$ cat src/rtl/radix2_dit_ibfly_pkg.sv
// Shared definitions for the radix-2 butterflies: twiddle Q-format, saturation helper
// and the common pipeline advance rule.
package radix2_dit_ibfly_pkg;

  // Twiddles are Q2.(TW_WIDTH-2); 1.0 = 2**(TW_WIDTH-2).
  function automatic int unsigned tw_frac(input int unsigned tw_width);
    return tw_width - 2;
  endfunction

  // Clamp a wide signed value to the signed range of a w-bit word.
  function automatic logic signed [63:0] sat_clip(input logic signed [63:0] x,
                                                  input int unsigned     w);
    logic signed [63:0] hi;
    logic signed [63:0] lo;
    hi = (64'sd1 <<< (w - 1)) - 64'sd1;
    lo = -(64'sd1 <<< (w - 1));
    if (x > hi) return hi;
    if (x < lo) return lo;
    return x;
  endfunction

  // All stages shift together whenever the output slot is free or being drained.
  function automatic logic stage_en(input logic out_valid, input logic out_ready);
    return !out_valid || out_ready;
  endfunction

endpackage

$ cat src/rtl/radix2_dit_ibfly_cmul_conj.sv
// Stage 1 of the DIT butterfly: registered complex multiply b*W or b*conj(W), with a passthrough.
module radix2_dit_ibfly_cmul_conj #(
  parameter int unsigned BIT_WIDTH = 16,
  parameter int unsigned TW_WIDTH  = 16
) (
  input  logic                               clk,
  input  logic                               rst_n,
  input  logic                               en,
  input  logic                               in_valid,
  input  logic                               inverse,
  input  logic signed [TW_WIDTH-1:0]         cos_data,
  input  logic signed [TW_WIDTH-1:0]         sin_data,
  input  logic signed [BIT_WIDTH-1:0]        re_a,
  input  logic signed [BIT_WIDTH-1:0]        im_a,
  input  logic signed [BIT_WIDTH-1:0]        re_b,
  input  logic signed [BIT_WIDTH-1:0]        im_b,
  output logic                               valid_q,
  output logic signed [BIT_WIDTH-1:0]        re_a_q,
  output logic signed [BIT_WIDTH-1:0]        im_a_q,
  output logic signed [BIT_WIDTH+TW_WIDTH:0] pr_q,
  output logic signed [BIT_WIDTH+TW_WIDTH:0] pi_q
);

  localparam int unsigned PW = BIT_WIDTH + TW_WIDTH + 1;

  logic signed [PW-1:0] br, bi, c, s, rr, ii, ri, ir;
  logic signed [PW-1:0] pr_d, pi_d;
  logic signed [BIT_WIDTH-1:0] re_a_d, im_a_d;
  logic valid_d;

  // Conjugation only flips the sign of the sin cross terms.
  always_comb begin
    br = PW'(re_b);
    bi = PW'(im_b);
    c  = PW'(cos_data);
    s  = PW'(sin_data);
    rr = br * c;
    ii = bi * s;
    ri = br * s;
    ir = bi * c;
    valid_d = valid_q;
    re_a_d  = re_a_q;
    im_a_d  = im_a_q;
    pr_d    = pr_q;
    pi_d    = pi_q;
    if (en) begin
      valid_d = in_valid;
      re_a_d  = re_a;
      im_a_d  = im_a;
      pr_d    = inverse ? (rr + ii) : (rr - ii);
      pi_d    = inverse ? (ir - ri) : (ir + ri);
    end
  end

  always_ff @(posedge clk or negedge rst_n) begin
    if (!rst_n) begin
      valid_q <= 1'b0;
      re_a_q  <= '0;
      im_a_q  <= '0;
      pr_q    <= '0;
      pi_q    <= '0;
    end else begin
      valid_q <= valid_d;
      re_a_q  <= re_a_d;
      im_a_q  <= im_a_d;
      pr_q    <= pr_d;
      pi_q    <= pi_d;
    end
  end

endmodule

$ cat src/rtl/radix2_dit_ibfly.sv
// Two-stage radix-2 DIT butterfly for the IFFT/DIT datapath: twiddle multiply, then
// add/sub with floor scaling, saturation and a sticky overflow flag.
module radix2_dit_ibfly
  import radix2_dit_ibfly_pkg::*;
#(
  parameter int unsigned BIT_WIDTH   = 16,
  parameter int unsigned TW_WIDTH    = 16,
  parameter int unsigned SCALE_SHIFT = 1
) (
  input  logic                        clk,
  input  logic                        rst_n,
  input  logic                        i_valid,
  output logic                        i_ready,
  input  logic                        i_inverse,
  input  logic signed [TW_WIDTH-1:0]  cos_data,
  input  logic signed [TW_WIDTH-1:0]  sin_data,
  input  logic signed [BIT_WIDTH-1:0] re_a,
  input  logic signed [BIT_WIDTH-1:0] im_a,
  input  logic signed [BIT_WIDTH-1:0] re_b,
  input  logic signed [BIT_WIDTH-1:0] im_b,
  output logic                        o_valid,
  input  logic                        o_ready,
  output logic signed [BIT_WIDTH-1:0] re_o1,
  output logic signed [BIT_WIDTH-1:0] im_o1,
  output logic signed [BIT_WIDTH-1:0] re_o2,
  output logic signed [BIT_WIDTH-1:0] im_o2,
  input  logic                        ovf_clr,
  output logic                        ovf_flag
);

  localparam int unsigned PW      = BIT_WIDTH + TW_WIDTH + 1;
  localparam int unsigned SW      = BIT_WIDTH + 2;
  localparam int unsigned TW_FRAC = tw_frac(TW_WIDTH);

  logic                        en;
  logic                        v1_q;
  logic signed [BIT_WIDTH-1:0] re_a_q, im_a_q;
  logic signed [PW-1:0]        pr_q, pi_q;
  logic signed [SW-1:0]        t_re, t_im;
  logic signed [SW-1:0]        pre  [4];
  logic signed [63:0]          clip [4];
  logic signed [BIT_WIDTH-1:0] res  [4];
  logic                        sat_any;

  logic                        o_valid_q, o_valid_d;
  logic signed [BIT_WIDTH-1:0] re_o1_q, re_o1_d, im_o1_q, im_o1_d;
  logic signed [BIT_WIDTH-1:0] re_o2_q, re_o2_d, im_o2_q, im_o2_d;
  logic                        ovf_flag_q, ovf_flag_d;

  assign en       = stage_en(o_valid_q, o_ready);
  assign i_ready  = en;
  assign o_valid  = o_valid_q;
  assign re_o1    = re_o1_q;
  assign im_o1    = im_o1_q;
  assign re_o2    = re_o2_q;
  assign im_o2    = im_o2_q;
  assign ovf_flag = ovf_flag_q;

  radix2_dit_ibfly_cmul_conj #(
    .BIT_WIDTH (BIT_WIDTH),
    .TW_WIDTH  (TW_WIDTH)
  ) u_cmul (
    .clk      (clk),
    .rst_n    (rst_n),
    .en       (en),
    .in_valid (i_valid),
    .inverse  (i_inverse),
    .cos_data (cos_data),
    .sin_data (sin_data),
    .re_a     (re_a),
    .im_a     (im_a),
    .re_b     (re_b),
    .im_b     (im_b),
    .valid_q  (v1_q),
    .re_a_q   (re_a_q),
    .im_a_q   (im_a_q),
    .pr_q     (pr_q),
    .pi_q     (pi_q)
  );

  // Stage 2 datapath: floor back to data scale, add/sub, scale, saturate.
  always_comb begin
    t_re   = SW'(pr_q >>> TW_FRAC);
    t_im   = SW'(pi_q >>> TW_FRAC);
    pre[0] = (SW'(re_a_q) + t_re) >>> SCALE_SHIFT;
    pre[1] = (SW'(im_a_q) + t_im) >>> SCALE_SHIFT;
    pre[2] = (SW'(re_a_q) - t_re) >>> SCALE_SHIFT;
    pre[3] = (SW'(im_a_q) - t_im) >>> SCALE_SHIFT;
    sat_any = 1'b0;
    for (int k = 0; k < 4; k++) begin
      clip[k] = sat_clip(64'(pre[k]), BIT_WIDTH);
      res[k]  = BIT_WIDTH'(clip[k]);
      sat_any = sat_any | (clip[k] != 64'(pre[k]));
    end
  end

  // Output register load; an overflow set beats a simultaneous clear.
  always_comb begin
    o_valid_d  = o_valid_q;
    re_o1_d    = re_o1_q;
    im_o1_d    = im_o1_q;
    re_o2_d    = re_o2_q;
    im_o2_d    = im_o2_q;
    ovf_flag_d = ovf_flag_q;
    if (en) begin
      o_valid_d = v1_q;
      re_o1_d   = res[0];
      im_o1_d   = res[1];
      re_o2_d   = res[2];
      im_o2_d   = res[3];
    end
    if (ovf_clr) ovf_flag_d = 1'b0;
    if (en && v1_q && sat_any) ovf_flag_d = 1'b1;
  end

  always_ff @(posedge clk or negedge rst_n) begin
    if (!rst_n) begin
      o_valid_q  <= 1'b0;
      re_o1_q    <= '0;
      im_o1_q    <= '0;
      re_o2_q    <= '0;
      im_o2_q    <= '0;
      ovf_flag_q <= 1'b0;
    end else begin
      o_valid_q  <= o_valid_d;
      re_o1_q    <= re_o1_d;
      im_o1_q    <= im_o1_d;
      re_o2_q    <= re_o2_d;
      im_o2_q    <= im_o2_d;
      ovf_flag_q <= ovf_flag_d;
    end
  end

endmodule
$ cat config.mk
export PLATFORM = sky130hd
export DESIGN_NAME = radix2_dit_ibfly
export DESIGN_NICKNAME = d
export VERILOG_FILES = /design/src/rtl/radix2_dit_ibfly_pkg.sv /design/src/rtl/radix2_dit_ibfly_cmul_conj.sv /design/src/rtl/radix2_dit_ibfly.sv
export SDC_FILE = /design/constraint.sdc
export NUM_CORES = 2
export LEC_CHECK = 0
export CORE_MARGIN = 8
export CORE_UTILIZATION = 65
export DETAILED_ROUTE_END_ITERATION = 7
export PLACE_DENSITY = 0.84
export SLEW_MARGIN = 10
export SYNTH_ARGS = -nofsm -noshare
export SYNTH_HDL_FRONTEND = slang
export SYNTH_SLANG_ARGS = --single-unit
$ cat constraint.sdc
create_clock -name clk -period 4.05 [get_ports clk]
set_input_delay 0.81 -clock clk [delete_from_list [all_inputs] [get_ports clk]]
set_output_delay 0.81 -clock clk [all_outputs]
set_load 0.03 [all_outputs]
==> out/results.ini <==
[outcome]
status = finished, violations left
violations = DRC, setup timing

[placement]
pre_cts_ws_ns = -5.75
dpl.hpwl_microns = 135000
portBuffers = 168
gp_routability_congestion = 0.975

[worst_setup_path]
slowest_stage = fa_1
r2r_end = re_o1[2]
critPathMaxFanout = 10
crit_path_end_kind = flip-flop
crit_required_ns = 4.33
start_kind = input pin
ff2ff_setup_slack_ns = -0.07
cp_common_cell = fa_1
timing.rr.start = u_cmul.pr_q[14]
arrival_ns = 9.41
worstSetupPathType = input pin to flip-flop
r2r_cells = 17
critical_path.max_stage_delay_ns = 0.64

[drt]
drtIter0Drc = 5549
drt_first_pass_iters = 8
drc = 16
wl_per_cell_microns = 23.9
vias_per_cell = 6.13
num_vias = 48181
antenna_left = 0
drt_wl_total_microns = 188000

[die]
design.die.area_sq_um = 87500
core_sq_um = 77500
row_count = 102
io-pin-count = 169
die_w_microns = 296
start_util_pct = 65.7
die_h_microns = 296

[yosys]
ys_seq_elements = 135
syn_area_sq_um = 50900
avgSynthCellArea_sq_um = 8.76
ys_types = 96
synthCells = 5812
ys_seq_area_share_pct = 6.64
synth_nets = 7423
synth_edf_count = 0
synth_ff_type = dfrtp_1
synthArstFlopShare_pct = 100
ys_warn_count = 0

[sta]
relSlewSlack_pct = 30.1
rsz0062_at_grt = yes
setup_viol = 38
final_hold_viol_count = 0
tns_ns = -158.10
worstMarginPinSlew_ns = 1.04
fmax_mhz = 110
postLayoutSetupSlackWorst_ns = -5.07
min_period_over_period_pct = 225
layout_min_cycle_time_ns = 9.12
skew_ns = 0.0136
maxSlewViolCount = 0

[worst_hold_path]
min_from = im_o1[4]
hold_path.class = flip-flop to flip-flop
hold_path_end = im_o1[4]
min_path_cells = 2

[global_routing]
grt_pass1_vias = 49263
grt-ovfl-total = 0
antenna_found_initial = 13
grt_max_degree = 136
grt_pass1_wl_microns = 263000
grt_usage_pct = 38.6

[cells_and_area]
area_delta_synth_final_pct = 27.6
layout.nets = 8401
multi_input_area_sq_um = 43900
drive_above_1_share_pct = 22.0
regArea_sq_um = 3380
nFillCells = 3958
postLayoutCoreUtil_pct = 83.9

[clock_tree]
insertion_delay_ns = 0.44
cts_tree = done
clockBufferDepth = 2
path_clk_slew_ns = 0.07
cts_made_buffers = 17
root_buffer = clkbuf_16
clkSinkCount = 135
htree_levels = 4

[run]
max_cap_violations = 0

sequential cells by signal, summed over array words and instances (netlist names):
name and cells:
u_cmul.valid_q 1, im_o1 16, u_cmul.pi_q 18, o_valid 1, u_cmul.im_a_q 16, u_cmul.pr_q 18, im_o2 16, re_o2 16
ovf_flag 1, u_cmul.re_a_q 16, re_o1 16
cells in the mapped netlist, types with 27 or more instances:
cell      number  area, sq um
inv_1       1235         4640
fa_1        1052        21100
nand2_1      781         2930
ha_1         457         5720
and2_1       441         2760
clkbuf_1     245          920
nor2_1       231          867
a21oi_1      217         1090
xnor2_1      194         1700
dfrtp_1      135         3380
o21ai_0       98          490
xor2_1        80          701
nand2b_1      78          488
a21o_1        66          495
nor3_1        50          250
a31oi_1       42          263
nand3_1       36          180
o31ai_1       33          248
o21a_1        29          218
nor2b_1       27          169
metal layers:
layer,global-route usage (%),part of all wire [%],vias to the layer above,wire (microns)
met3,9.22,13,1409,23900
li1,-,-,19550,-
met1,46.5,32,23332,60600
met4,24.7,9.9,6,18600
met5,0,0.021,-,40
met2,62.3,45,3884,85000
worst max-delay path, delay by kind of cell:
family / cells / cell delay, ns
simple gates: 4 / 0.74
mux: 1 / 0.33
compound gates: 12 / 2.32
buf+inv: 7 / 1.03
xor+xnor: 2 / 0.43
fa+ha+maj: 8 / 3.71
logic make-up (layout without fill, tap and decap cells):
family,Yosys count,after routing,share of synthesized area [%]
adders and majority gates,1510,1510,52.6
and+or+nand+nor,1737,1737,16.3
DFF,135,135,6.64
AOI/OAI and AO/OA,647,647,8.31
other,0,16,0
muxes,9,9,0.187
buffers and inverters,1498,2489,11.1
xor gates and xnor gates,276,276,4.80
metrics by stage:
stage                     instances  cell area [sq um]  hold slack (ns)
after floorplan                5812              51400            0.444
after global placement         7663              60600            0.452
after detailed placement       7663              60600            0.455
after CTS                      7754              62800            0.469
after global routing           7848              64900            0.500
final                          7859              65000            0.476
layout by cell type (no fill, tap or decap), drive strengths merged, types with 115 or more instances in the layout:
| master | netlist | routed |
|---|---|---|
| nor2 | 231 | 231 |
| and2 | 441 | 441 |
| o21ai | 116 | 116 |
| a21oi | 225 | 225 |
| nand2 | 782 | 782 |
| clkdlybuf4s50 | 0 | 115 |
| ha | 457 | 457 |
| fa | 1052 | 1052 |
| inv | 1236 | 1240 |
| buf | 17 | 1052 |
| dfrtp | 135 | 135 |
| xnor2 | 194 | 194 |
final cells by class:
type                       count  area share [%]
timing repair buffer        1221            17.1
multi-input combinational   4179            67.6
tap                         1040            2.00
clock buffer                  21           0.709
clock inverter                11           0.175
inverter                    1236            7.15
sequential                   135            5.20
antenna                       16          0.0616
how the worst max path moves through the flow:
stage | startpoint | end | slack, ns
final | re_b[10] | u_cmul.pi_q[28] | -5.07
after global routing | re_b[10] | u_cmul.pr_q[25] | -5.23
after CTS | sin_data[4] | u_cmul.pr_q[31] | -4.70
after detailed placement | sin_data[1] | u_cmul.pr_q[31] | -5.75
after global placement | sin_data[4] | u_cmul.pr_q[31] | -5.60
after floorplan | sin_data[7] | u_cmul.pr_q[31] | -4.71
what timing repair did:
action                                  CTS  global route
buffers inserted                         52            81
gates resized for setup                 277           341
hold buffers                              0             0
pin swaps                               117           147
endpoints found under the setup margin   45            81
cloned                                    7            10
Power is not shown: default switching activity piles up to over one toggle a cycle in this logic, so the estimate is an artifact.
